**src/rtl/shot_scheduler.sv**
```systemverilog
// Shot table sequencer: per-frame off-screen cleanup scan, hit/scan delete arbitration, fire rate limiting.
// Optional statistics counters are enabled by defining SHOT_STATS_EN.
module shot_scheduler #(
  parameter int SHOT_COUNT  = 10,
  parameter int ENTITY_SIZE = 34,
  parameter int COOLDOWN    = 8,
  parameter int X_MAX       = 639,
  parameter int Y_MAX       = 479,
  localparam int AW         = $clog2(SHOT_COUNT)
) (
  input  logic                              clk,
  input  logic                              reset_n,
  input  logic                              frame_tick,
  input  logic                              fire_btn,
  input  logic [SHOT_COUNT*ENTITY_SIZE-1:0] shots_data,
  input  logic                              hit_req,
  input  logic [AW-1:0]                     hit_addr,
  output logic                              hit_ack,
  output logic                              shoot,
  output logic                              delete_shot,
  output logic [AW-1:0]                     shot_address,
  output logic                              move_en,
  output logic                              busy,
`ifdef SHOT_STATS_EN
  output logic [15:0]                       fired_cnt,
  output logic [15:0]                       deleted_cnt,
  output logic [15:0]                       dropped_cnt,
`endif
  output logic                              overrun
);

  typedef enum logic [1:0] {IDLE, SCAN, MOVE} state_t;

  localparam logic [AW-1:0] LAST_IDX  = AW'(SHOT_COUNT - 1);
  localparam logic [7:0]    COOL_LOAD = 8'(COOLDOWN);

  state_t          state_reg, state_next;
  logic [AW-1:0]   idx_reg, idx_next;
  logic [7:0]      cooldown_reg;
  logic            fire_pend_reg;
  logic            sync_meta_reg, sync_reg, sync_prev_reg;
  logic            overrun_reg;
  logic            fire_clear, drop_shot;
  logic            fire_rise;
  logic [SHOT_COUNT-1:0] active_vec, gone_vec;

  for (genvar gi = 0; gi < SHOT_COUNT; gi++) begin : g_slot
    logic [ENTITY_SIZE-1:0] slot;
    logic [9:0]             pos_x, pos_y;
    logic                   slot_unused;
    assign slot           = shots_data[gi*ENTITY_SIZE +: ENTITY_SIZE];
    assign pos_x          = slot[15:6];
    assign pos_y          = slot[25:16];
    assign slot_unused    = ^{slot[32:26], slot[5:0]};
    assign active_vec[gi] = slot[33];
    // Unsigned compare: a coordinate decremented past 0 wraps high and counts as off-screen.
    assign gone_vec[gi]   = slot[33] && ((pos_x > 10'(X_MAX)) || (pos_y > 10'(Y_MAX)));
  end

  assign fire_rise = sync_reg & ~sync_prev_reg;
  assign busy      = (state_reg != IDLE);
  assign overrun   = overrun_reg;

  always_comb begin
    state_next   = state_reg;
    idx_next     = idx_reg;
    hit_ack      = 1'b0;
    delete_shot  = 1'b0;
    shot_address = '0;
    shoot        = 1'b0;
    move_en      = 1'b0;
    fire_clear   = 1'b0;
    drop_shot    = 1'b0;
    if (hit_req && state_reg != SCAN) begin
      hit_ack      = 1'b1;
      delete_shot  = 1'b1;
      shot_address = hit_addr;
    end
    case (state_reg)
      IDLE: begin
        if (frame_tick) begin
          state_next = SCAN;
          idx_next   = '0;
        end else if (fire_pend_reg && !hit_req) begin
          if (cooldown_reg == 8'd0 && !(&active_vec)) begin
            shoot      = 1'b1;
            fire_clear = 1'b1;
          end else if (&active_vec) begin
            fire_clear = 1'b1;
            drop_shot  = 1'b1;
          end
        end
      end
      SCAN: begin
        // A collision delete steals the port; the scan index waits for the next cycle.
        if (hit_req) begin
          hit_ack      = 1'b1;
          delete_shot  = 1'b1;
          shot_address = hit_addr;
        end else begin
          if (gone_vec[idx_reg]) begin
            delete_shot  = 1'b1;
            shot_address = idx_reg;
          end
          if (idx_reg == LAST_IDX) begin
            state_next = MOVE;
            idx_next   = '0;
          end else begin
            idx_next = idx_reg + 1'b1;
          end
        end
      end
      MOVE: begin
        move_en    = 1'b1;
        state_next = IDLE;
      end
      default: state_next = IDLE;
    endcase
  end

  always_ff @(posedge clk or negedge reset_n) begin
    if (!reset_n) begin
      state_reg     <= IDLE;
      idx_reg       <= '0;
      cooldown_reg  <= 8'd0;
      fire_pend_reg <= 1'b0;
      sync_meta_reg <= 1'b0;
      sync_reg      <= 1'b0;
      sync_prev_reg <= 1'b0;
      overrun_reg   <= 1'b0;
    end else begin
      state_reg     <= state_next;
      idx_reg       <= idx_next;
      sync_meta_reg <= fire_btn;
      sync_reg      <= sync_meta_reg;
      sync_prev_reg <= sync_reg;
      if (fire_rise) begin
        fire_pend_reg <= 1'b1;
      end else if (fire_clear) begin
        fire_pend_reg <= 1'b0;
      end
      if (shoot) begin
        cooldown_reg <= COOL_LOAD;
      end else if (frame_tick && cooldown_reg != 8'd0) begin
        cooldown_reg <= cooldown_reg - 8'd1;
      end
      if (frame_tick && state_reg != IDLE) begin
        overrun_reg <= 1'b1;
      end
    end
  end

`ifdef SHOT_STATS_EN
  always_ff @(posedge clk or negedge reset_n) begin
    if (!reset_n) begin
      fired_cnt   <= 16'd0;
      deleted_cnt <= 16'd0;
      dropped_cnt <= 16'd0;
    end else begin
      if (shoot && fired_cnt != 16'hFFFF)          fired_cnt   <= fired_cnt + 16'd1;
      if (delete_shot && deleted_cnt != 16'hFFFF)  deleted_cnt <= deleted_cnt + 16'd1;
      if (drop_shot && dropped_cnt != 16'hFFFF)    dropped_cnt <= dropped_cnt + 16'd1;
    end
  end
`endif

endmodule

```
**config.mk**
```make
export PLATFORM = sky130hd
export DESIGN_NAME = shot_scheduler
export DESIGN_NICKNAME = d
export VERILOG_FILES = /design/src/rtl/shot_scheduler.sv
export SDC_FILE = /design/constraint.sdc
export NUM_CORES = 1
export LEC_CHECK = 0
export ABC_AREA = 1
export CORE_AREA = 2 2 138 140
export CTS_CLUSTER_SIZE = 10
export DETAILED_ROUTE_END_ITERATION = 6
export DIE_AREA = 0 0 140 142
export DONT_BUFFER_PORTS = 1
export PLACE_DENSITY_LB_ADDON = 0.08
export SLEW_MARGIN = 5
export SYNTH_ARGS = -nofsm -noshare
export SYNTH_HDL_FRONTEND = slang
export SYNTH_SLANG_ARGS = --single-unit
```
**constraint.sdc**
```tcl
create_clock -name clk -period 1.89 [get_ports clk]
set_input_delay 0.378 -clock clk [delete_from_list [all_inputs] [get_ports clk]]
set_output_delay 0.378 -clock clk [all_outputs]
set_load 0.005 [all_outputs]
```
# Word-level counts from Yosys, hierarchy flattened
# Cells that the tools add are included.
[word_totals] reg_bits=19 latch_bits=0 ram_bits=0 mem_bits_ro=0 inputBits=349 output_inout_bits=10 wordCells=111 memories=0
[op_classes] n_addsub=2 mul=0 n_div=0 order_cmp=21 n_eq_ne=7 shift=0 mux=34 bitwise=2 reduce_logical=37
[ops] cell="10-bit greater-than comparator (second input constant)" n=10
[ops] cell="10-bit by 9-bit greater-than comparator with 1-bit output (second input constant)" n=10
[ops] cell="4-bit two-way mux" n=7
[ops] cell="1-bit two-way mux" n=19
[ops] cell="8-bit two-way mux" n=2
[ops] cell="1-bit logical AND" n=15
[ops] cell="1-bit logical OR" n=10
[ops] cell="10-bit AND reduction" n=1
[ops] cell="8-bit logical NOT" n=1
[ops] cell="4-bit one-hot mux with 2 select lines" n=1
[ops] cell="2-bit nonzero test" n=4
[ops] cell="8-bit nonzero test" n=1
[ops] cell="8-bit by 1-bit subtractor with 8-bit output (second input constant)" n=1
[ops] cell="2-bit two-way mux" n=3
[ops] cell="2-bit != test (second input constant)" n=3
[ops] cell="3-bit AND reduction" n=2
[ops] cell="4-bit by 5-bit less-than comparator with 1-bit output (second input constant)" n=1
[ops] cell="4-bit by 1-bit adder with 4-bit output (second input constant)" n=1
[ops] cell="1-bit binary-select mux with 4-bit select" n=1
[ops] cell="4-bit == test (second input constant)" n=1
[ops] cell="2-bit one-hot mux with 2 select lines" n=1
[ops] cell="2-bit by 1-bit == test with 1-bit output (second input constant)" n=1
[ops] cell="2-bit == test (second input constant)" n=1
[ops] cell="1-bit logical NOT" n=2
[ops] cell="4 further kinds" n=4

# Longest topological paths before layout
# Gate-level depths: netlist (run 1).
[logic_depth] ltp_word=9 mapped_depth=13 depth_no_buf=13

# Worst setup path before layout (run 1)
# Ideal clock, no wire load.
[synth_path] path_kind="register to output" start="register cooldown_reg[0]" end="output shoot" arrival_ns=1.230 required_ns=1.512 slack_ns=0.282 stages_incl_launch_ff=6 n_path_buf=0 cell_sequence="dfrtp_1 inv_1 ha_1 nand3_2 nor3_4 nor3b_2"
[synth_between] elab_chain_cells=6
[synth_lines] element="start, declared" line="39" rtl="logic [7:0] cooldown_reg;"
[synth_lines] element="start signal, assigned" line="145" rtl="cooldown_reg <= cooldown_reg - 8'd1;"
[synth_lines] element="8-bit logical NOT" line="85" rtl="if (cooldown_reg == 8'd0 && !(&active_vec)) begin"
[synth_lines] element="1-bit logical AND" line="85"
[synth_lines] element="1-bit two-way mux" line="85"
[synth_lines] element="1-bit two-way mux" line="84" rtl="end else if (fire_pend_reg && !hit_req) begin"
[synth_lines] element="1-bit two-way mux" line="81" rtl="if (frame_tick) begin"
[synth_lines] element="1-bit two-way mux" line="79" rtl="case (state_reg)"
[synth_lines] element="end, declared" line="19" rtl="output logic shoot,"
# No other way between the ends.

# Worst setup path after layout (run 1)
[layout_path] start="register idx_reg[0]" end="output shot_address[1]"
[layout_between] elab_chain_cells=5
[layout_lines] element="start, declared" line="38" rtl="logic [AW-1:0] idx_reg, idx_next;"
[layout_lines] element="start signal, assigned" line="133" rtl="idx_reg <= idx_next;"
[layout_lines] element="1-bit binary-select mux with 4-bit select" line="101" rtl="if (gone_vec[idx_reg]) begin"
[layout_lines] element="1-bit two-way mux (not written as such)" line="101"
[layout_lines] element="4-bit two-way mux" line="101"
[layout_lines] element="4-bit two-way mux" line="96" rtl="if (hit_req) begin"
[layout_lines] element="4-bit two-way mux" line="79"
[layout_lines] element="end, declared" line="21" rtl="output logic [AW-1:0] shot_address,"
# No other way between the ends. The select of a mux whose other input is x is not followed.

==> results of run 1 <==
==> how the worst max path moves through the flow <==
stage                           end  slack, ns
finish              shot_address[1]      -0.13
global route        shot_address[1]      -0.28
CTS                 shot_address[1]      -0.21
detailed placement      delete_shot      -0.12
global placement        delete_shot      -0.15
floorplan                     shoot       0.28
==> final cells by class <==
type	instances	area share, %
clock buffer	3	3.49
clock inverter	1	0.233
inverter	40	6.98
multi-input combinational	143	43.9
sequential	19	22.2
tap	234	13.6
timing repair buffer	25	9.55
==> per-stage QoR <==
step / setup slack, ns / power, mW
finish: -0.132 / 2.57
global route: -0.283 / 2.84
CTS: -0.209 / 2.55
detailed placement: -0.119 / 1.74
global placement: -0.150 / 1.76
floorplan: 0.282 / 1.30
==> critical path, delay by kind of cell, from the launching register on <==
family / cells / cell delay (ns)
simple gates: 10 / 0.65
flops: 1 / 0.43
buf+inv: 3 / 0.30
==> Yosys cell counts (all sizes together), types with 3 or more instances <==
cell type	instances	area share [%]
nand2	43	12
inv	36	9.6
nand3	24	8.9
dfrtp	19	34
nor2	18	5.5
o21ai	14	5.0
nand4	10	4.4
nor3	6	2.9
clkinv	4	1.1
nand3b	4	2.1
a21oi	3	1.1
ha	3	2.7
o22ai	3	1.3
xor2	3	1.9
==> power by group <==
| part | switching [mW] | total (mW) | leakage, nW | internal (mW) |
|---|---|---|---|---|
| Sequential | 0.176 | 0.725 | 0.217 | 0.549 |
| Clock | 0.174 | 0.459 | 0.0409 | 0.285 |
| Combinational | 0.736 | 1.38 | 0.639 | 0.649 |
==> timing repair <==
| item | in CTS | in global routing |
|---|---|---|
| setup endpoints to repair | 6 | 6 |
| endpoints found under the hold margin | 19 | 0 |
| buffers inserted | 9 | 0 |
| resized for setup | 35 | 20 |
| pin swaps | 17 | 13 |
| hold buffers | 1 | 0 |
==> per-layer routing <==
layer  track usage (%)  part of all wire [%]  routed length [um]  vias to the layer above
met5                 0                     0                   0                        -
met4             0.638                  0.45                  26                        0
met3              2.99                    12                 723                        6
met2              9.88                    45                2600                       72
met1              7.10                    42                2460                      642
li1                  -                     -                   -                      724
==> cells by family (layout without fill, tap and decap cells) <==
family                   count (synthesis)  after routing
adder cells (fa/ha/maj)                  3              3
flip-flops                              19             19
buffers and inverters                   43             69
multiplexers                             1              1
AND/OR/NAND/NOR                        111            111
AO/OA/AOI/OAI                           23             23
XOR/XNOR                                 5              5
==> reports/summary.txt, run 1 <==
Crit path DAT: 1.64 ns
HP Class: in -> reg
DRC violations left: 11
Simple-gate share of the synthesized area: 38.9%
Most frequent cells in the layout: inv_1 (28), nand2_1 (26), buf_4 (20)
Max-slew headroom: 35.2%
Fmax: 0.495 GHz
Sequential cell area: 478 sq um
Failing checks: design-rule violations, negative setup slack
Starting Density: 7.62%
Adder-Cell Fraction of Synth Area: 2.67%
Syn_nets: 557
Total track usage: 5.92%
Worst-path clk slew: 0.06 ns
Synthesized area: 0.00141 sq mm
Reg2reg start: cooldown_reg[0]$_DFFE_PN0P_
Pin count of the biggest net entering global routing: 20
Iteration-0 DRC Markers: 38
Synth async-reset ratio: 100%
Total Neg Setup Slack: -0.497 ns
Routed Antenna Nets: 0
Reg2Reg Setup Slack: 0.24 ns
Number of synthesized flops with an enable pin: 0
Ant diodes: 0
Main combinational cell family by area after synthesis: simple AND/OR/NAND/NOR gates
Setup crit start kind: flip-flop
Largest register FFs: 8
Hold Vio Cnt, Final: 0
Multi-input logic area: 943 sq um
First-pass GRT wire length: 8950 um
Worst Hold Margin: 0.149 ns
End of the worst hold path: sync_meta_reg$_DFF_PN0_
Most used cell, CP: nand2_2
# clock sinks: 19
Cell count of the worst hold path: 0
Inserted Clock Buffers: 3
Die area: 0.0199 sq mm
Dpl hpwl: 4910 um
Vias per cell: 3.11
Avg Inst Size Synth: 6.86 sq um
Synth Area in Compound Gates: 9.07%
Flops & latches, synth: 19
Vias: 1444
Final period utilization: 107%
Synthesis-to-finish area growth: 52.8%
Worst setup path startpoint: idx_reg[0]$_DFFE_PN0P_
Critical path fanouts, max: 4
Synth cell types: 33
Mux contribution to synthesized area: 0.801%
CTS tree: yes
Crit path max-delay cell type: dfrtp_2
Die Wd: 140 um
Clock latency on the worst-skew pair: 0.26 ns
Final net count: 584
Vias in the first global route: 1556
Total of max-cap violations: 0
Cells after Synth: 205
Hold path start: fire_btn
Max Slew Vio Count: 0
Pwr dens: 1200 mW/mm^2
Fill cells: 2125
Number of port buffers: 0
Worst VDD drop: 0.382 mV
Initial antenna violation count: 0
Worst Path Required: 1.51 ns
Total wire length after detailed routing: 5810 um
Final worst path period need: 2.02 ns
Setup CP Type: reg -> out
Total overflow reported by the global router: 0
Clock Path Buffers: 2
Root buffer cell: clkbuf_16
Synthesis Warnings: 0
I/O pins: 359
Layout cell share with drive strength beyond 1: 34.6%
Final std cells w/o fill: 465
RR Endpoint: cooldown_reg[3]$_DFFE_PN0P_
Gpl congestion: 0.655
Post-Route Utilization: 11.6%
Least-Margin Pin Slew: 0.968 ns
Leakage: 0.897 nW
Reg2reg path depth: 9
Outcome: finished, violations left
Post-synthesis sequential area ratio: 33.8%
Die height: 142 um
Largest stage delay, worst path: 0.43 ns
Main synth FF type: dfrtp_1
Clock skew after layout: 0.00769 ns
Placed inst area: 0.00180 sq mm
CP Cell Sequence: buf_6 > nand2_1 > inv_1 > nand2_2 > nand3_2 > nand3_2 > nand2_2 > nand2_2 > buf_4 > nand3_2 > nand2_2 > nand2_2 > nand2_2
Cell row count: 50
Most common cell after layout, fill and taps aside: inv_1
Endpoint type of the worst setup path: output port
Dpl cells: 451
Htree depth: 1
Core ar.: 0.0185 sq mm
DR pass1 iterations: 6
Setup violators final: 4
RSZ-0062 raised after global routing: true
Drt wl/cell: 12.5 um
Synth Area in XOR/XNOR: 3.11%
Final worst slack: -0.132 ns
Post-route cell area: 0.00215 sq mm
(Power assumes the default switching activity.)
==> run 2: changes to the inputs <==
Settings changed: CELL_PAD_IN_SITES_DETAIL_PLACEMENT from default to 1, CELL_PAD_IN_SITES_GLOBAL_PLACEMENT from default to 1, CORE_AREA 2 2 138 140 to 2 2 140 142, DIE_AREA 0 0 140 142 to 0 0 142 144.
==> run 2 against run 1 <==
  * The flow finishes with violations (negative setup slack)
  * Clock skew down 0.0060 ns
  * Fmax up 4.4%
  * Register-to-register slack worse by 0.02 ns
  * Power down 4.3%
  * Critical path depth down 3
  * Combinational power down 7%
  * Die area up 2.9%
==> reports/summary.txt, run 2 (same netlist as run 1, synthesis figures left out) <==
Synthesis-to-finish area growth: 50.0% (was 52.8%)
Failing checks: negative setup slack (was design-rule violations, negative setup slack)
Total of max-cap violations: 0 (unchanged)
Layout cell share with drive strength beyond 1: 33.8% (was 34.6%)
Vias in the first global route: 1555 (was 1556)
Starting Density: 7.37% (was 7.62%)
Setup CP Type: reg -> out (unchanged)
Fill cells: 2276 (was 2125)
Clock latency on the worst-skew pair: 0.25 ns (was 0.26 ns)
Number of port buffers: 0 (unchanged)
HP Class: in -> reg (unchanged)
Dpl cells: 451 (unchanged)
DRC violations left: 0 (was 11)
Fmax: 0.516 GHz (was 0.495 GHz)
Drt wl/cell: 12.3 um (was 12.5 um)
Dpl hpwl: 4820 um (was 4910 um)
Clock skew after layout: 0.00171 ns (was 0.00769 ns)
# clock sinks: 19 (unchanged)
Worst Hold Margin: 0.151 ns (was 0.149 ns)
Die Wd: 142 um (was 140 um)
Cell row count: 51 (was 50)
Iteration-0 DRC Markers: 19 (was 38)
Vias per cell: 3.13 (was 3.11)
DR pass1 iterations: 2 (was 6)
Vias: 1459 (was 1444)
Setup violators final: 5 (was 4)
Least-Margin Pin Slew: 0.958 ns (was 0.968 ns)
Most frequent cells in the layout: nand2_1 (30), inv_1 (26), buf_4 (18) (was inv_1 (28), nand2_1 (26), buf_4 (20))
Inserted Clock Buffers: 3 (unchanged)
I/O pins: 359 (unchanged)
Worst-path clk slew: 0.06 ns (about the same)
Final worst path period need: 1.94 ns (was 2.02 ns)
Final period utilization: 102% (was 107%)
Pre-CTS setup slack: -0.0287 ns (was -0.119 ns)
Final worst slack: -0.0471 ns (was -0.132 ns)
Initial antenna violation count: 0 (unchanged)
Core ar.: 0.0191 sq mm (was 0.0185 sq mm)
Crit path DAT: 1.56 ns (was 1.64 ns)
Total wire length after detailed routing: 5710 um (was 5810 um)
RSZ-0062 raised after global routing: true (unchanged)
Routed Antenna Nets: 0 (unchanged)
Largest register FFs: 8 (unchanged)
Worst Path Required: 1.51 ns (about the same)
Pin count of the biggest net entering global routing: 20 (unchanged)
Root buffer cell: clkbuf_16 (unchanged)
Final net count: 581 (was 584)
Hold Vio Cnt, Final: 0 (unchanged)
Leakage: 0.875 nW (was 0.897 nW)
Total overflow reported by the global router: 0 (unchanged)
CTS tree: yes (unchanged)
Htree depth: 1 (unchanged)
Setup crit start kind: flip-flop (unchanged)
Outcome: finished, violations left (unchanged)
Final std cells w/o fill: 466 (was 465)
Die area: 0.0204 sq mm (was 0.0199 sq mm)
Most common cell after layout, fill and taps aside: nand2_1 (was inv_1)
Endpoint type of the worst setup path: output port (unchanged)
Max-slew headroom: 35.9% (was 35.2%)
Clock Path Buffers: 2 (unchanged)
Pwr dens: 1170 mW/mm^2 (was 1200 mW/mm^2)
Max Slew Vio Count: 0 (unchanged)
Die height: 144 um (was 142 um)
First-pass GRT wire length: 8540 um (was 8950 um)
Total track usage: 5.51% (was 5.92%)
Gpl congestion: 0.665 (was 0.655)
Ant diodes: 0 (unchanged)
Critical path fanouts, max: 5 (was 4)
Worst VDD drop: 0.285 mV (was 0.382 mV)
[run 2: cell types whose count changed in the layout (fill, tap and decap cells not counted), sizes merged]
cell / delta
buf: -3
[run 2: what timing repair did]
item                       4_1_cts  5_1_grt
gates resized for setup         22       30
hold endpoints to repair        19        0
setup buffers                    5        5
hold buffers                     1        0
pin swaps                       10       19
setup endpoints to repair        6        6
[run 2: critical path, stage by stage (launching register included)]
cell and delay [ns]:
dfrtp_2 0.41, buf_6 0.14, nor2_2 0.10, nand2_1 0.07, nand3_2 0.08, nand3_2 0.08
nand2_4 0.10, nand2_4 0.06, nand2_4 0.08, nand3_1 0.09, nand2_1 0.10
[run 2: path summary, 6_finish.rpt]
| path | start | end | slack [ns] | depth (start not counted) |
|---|---|---|---|---|
| worst max-delay path | idx_reg[0]$_DFFE_PN0P_ | shot_address[2] | -0.05 | 10 |
| worst min-delay path | fire_btn | sync_meta_reg$_DFF_PN0_ | 0.15 | 0 |
| worst max register to register | cooldown_reg[0]$_DFFE_PN0P_ | cooldown_reg[3]$_DFFE_PN0P_ | 0.22 | 8 |
| worst min register to register | sync_meta_reg$_DFF_PN0_ | sync_reg$_DFF_PN0_ | 0.35 | 0 |
| max in group asynchronous | reset_n | idx_reg[0]$_DFFE_PN0P_ | 0.52 | 1 |
| min in group asynchronous | reset_n | cooldown_reg[0]$_DFFE_PN0P_ | 0.72 | 1 |
[run 2: power by group]
part           total, mW  internal (mW)  switching, mW  leakage, nW
registers          0.728          0.549          0.179        0.217
logic               1.28          0.554          0.727        0.617
clock network      0.449          0.284          0.165       0.0409
[run 2: layout make-up]
| class | count | area, sq um | share of cell area, % |
|---|---|---|---|
| clock buffers | 3 | 75.1 | 3.56 |
| repair buffers | 22 | 179 | 8.48 |
| well taps | 238 | 298 | 14.1 |
| flip-flops and latches | 19 | 478 | 22.7 |
| multi-input cells | 143 | 925 | 43.8 |
| inverters | 40 | 150 | 7.12 |
| clock inverters | 1 | 5.00 | 0.237 |
[run 2: metrics by stage]
stage / setup TNS (ns) / area, sq um / util [%] / total power, mW
after floorplan: 0 / 1410 / - / 1.30
after global placement: -0.109 / 1770 / 9.29 / 1.65
after detailed placement: -0.0806 / 1770 / 9.29 / 1.64
after CTS: -0.585 / 1970 / 10.3 / 2.31
after global routing: -0.835 / 2110 / 11.1 / 2.71
final: -0.114 / 2110 / 11.1 / 2.46
[run 2: routing by layer]
metal  global-route usage [%]  routed length [um]  vias to the layer above
li1                         -                   -                      718
met1                     6.32                2440                      673
met2                     10.1                2800                       66
met3                     2.05                 461                        2
met4                    0.474                   8                        0
met5                        0                   0                        -
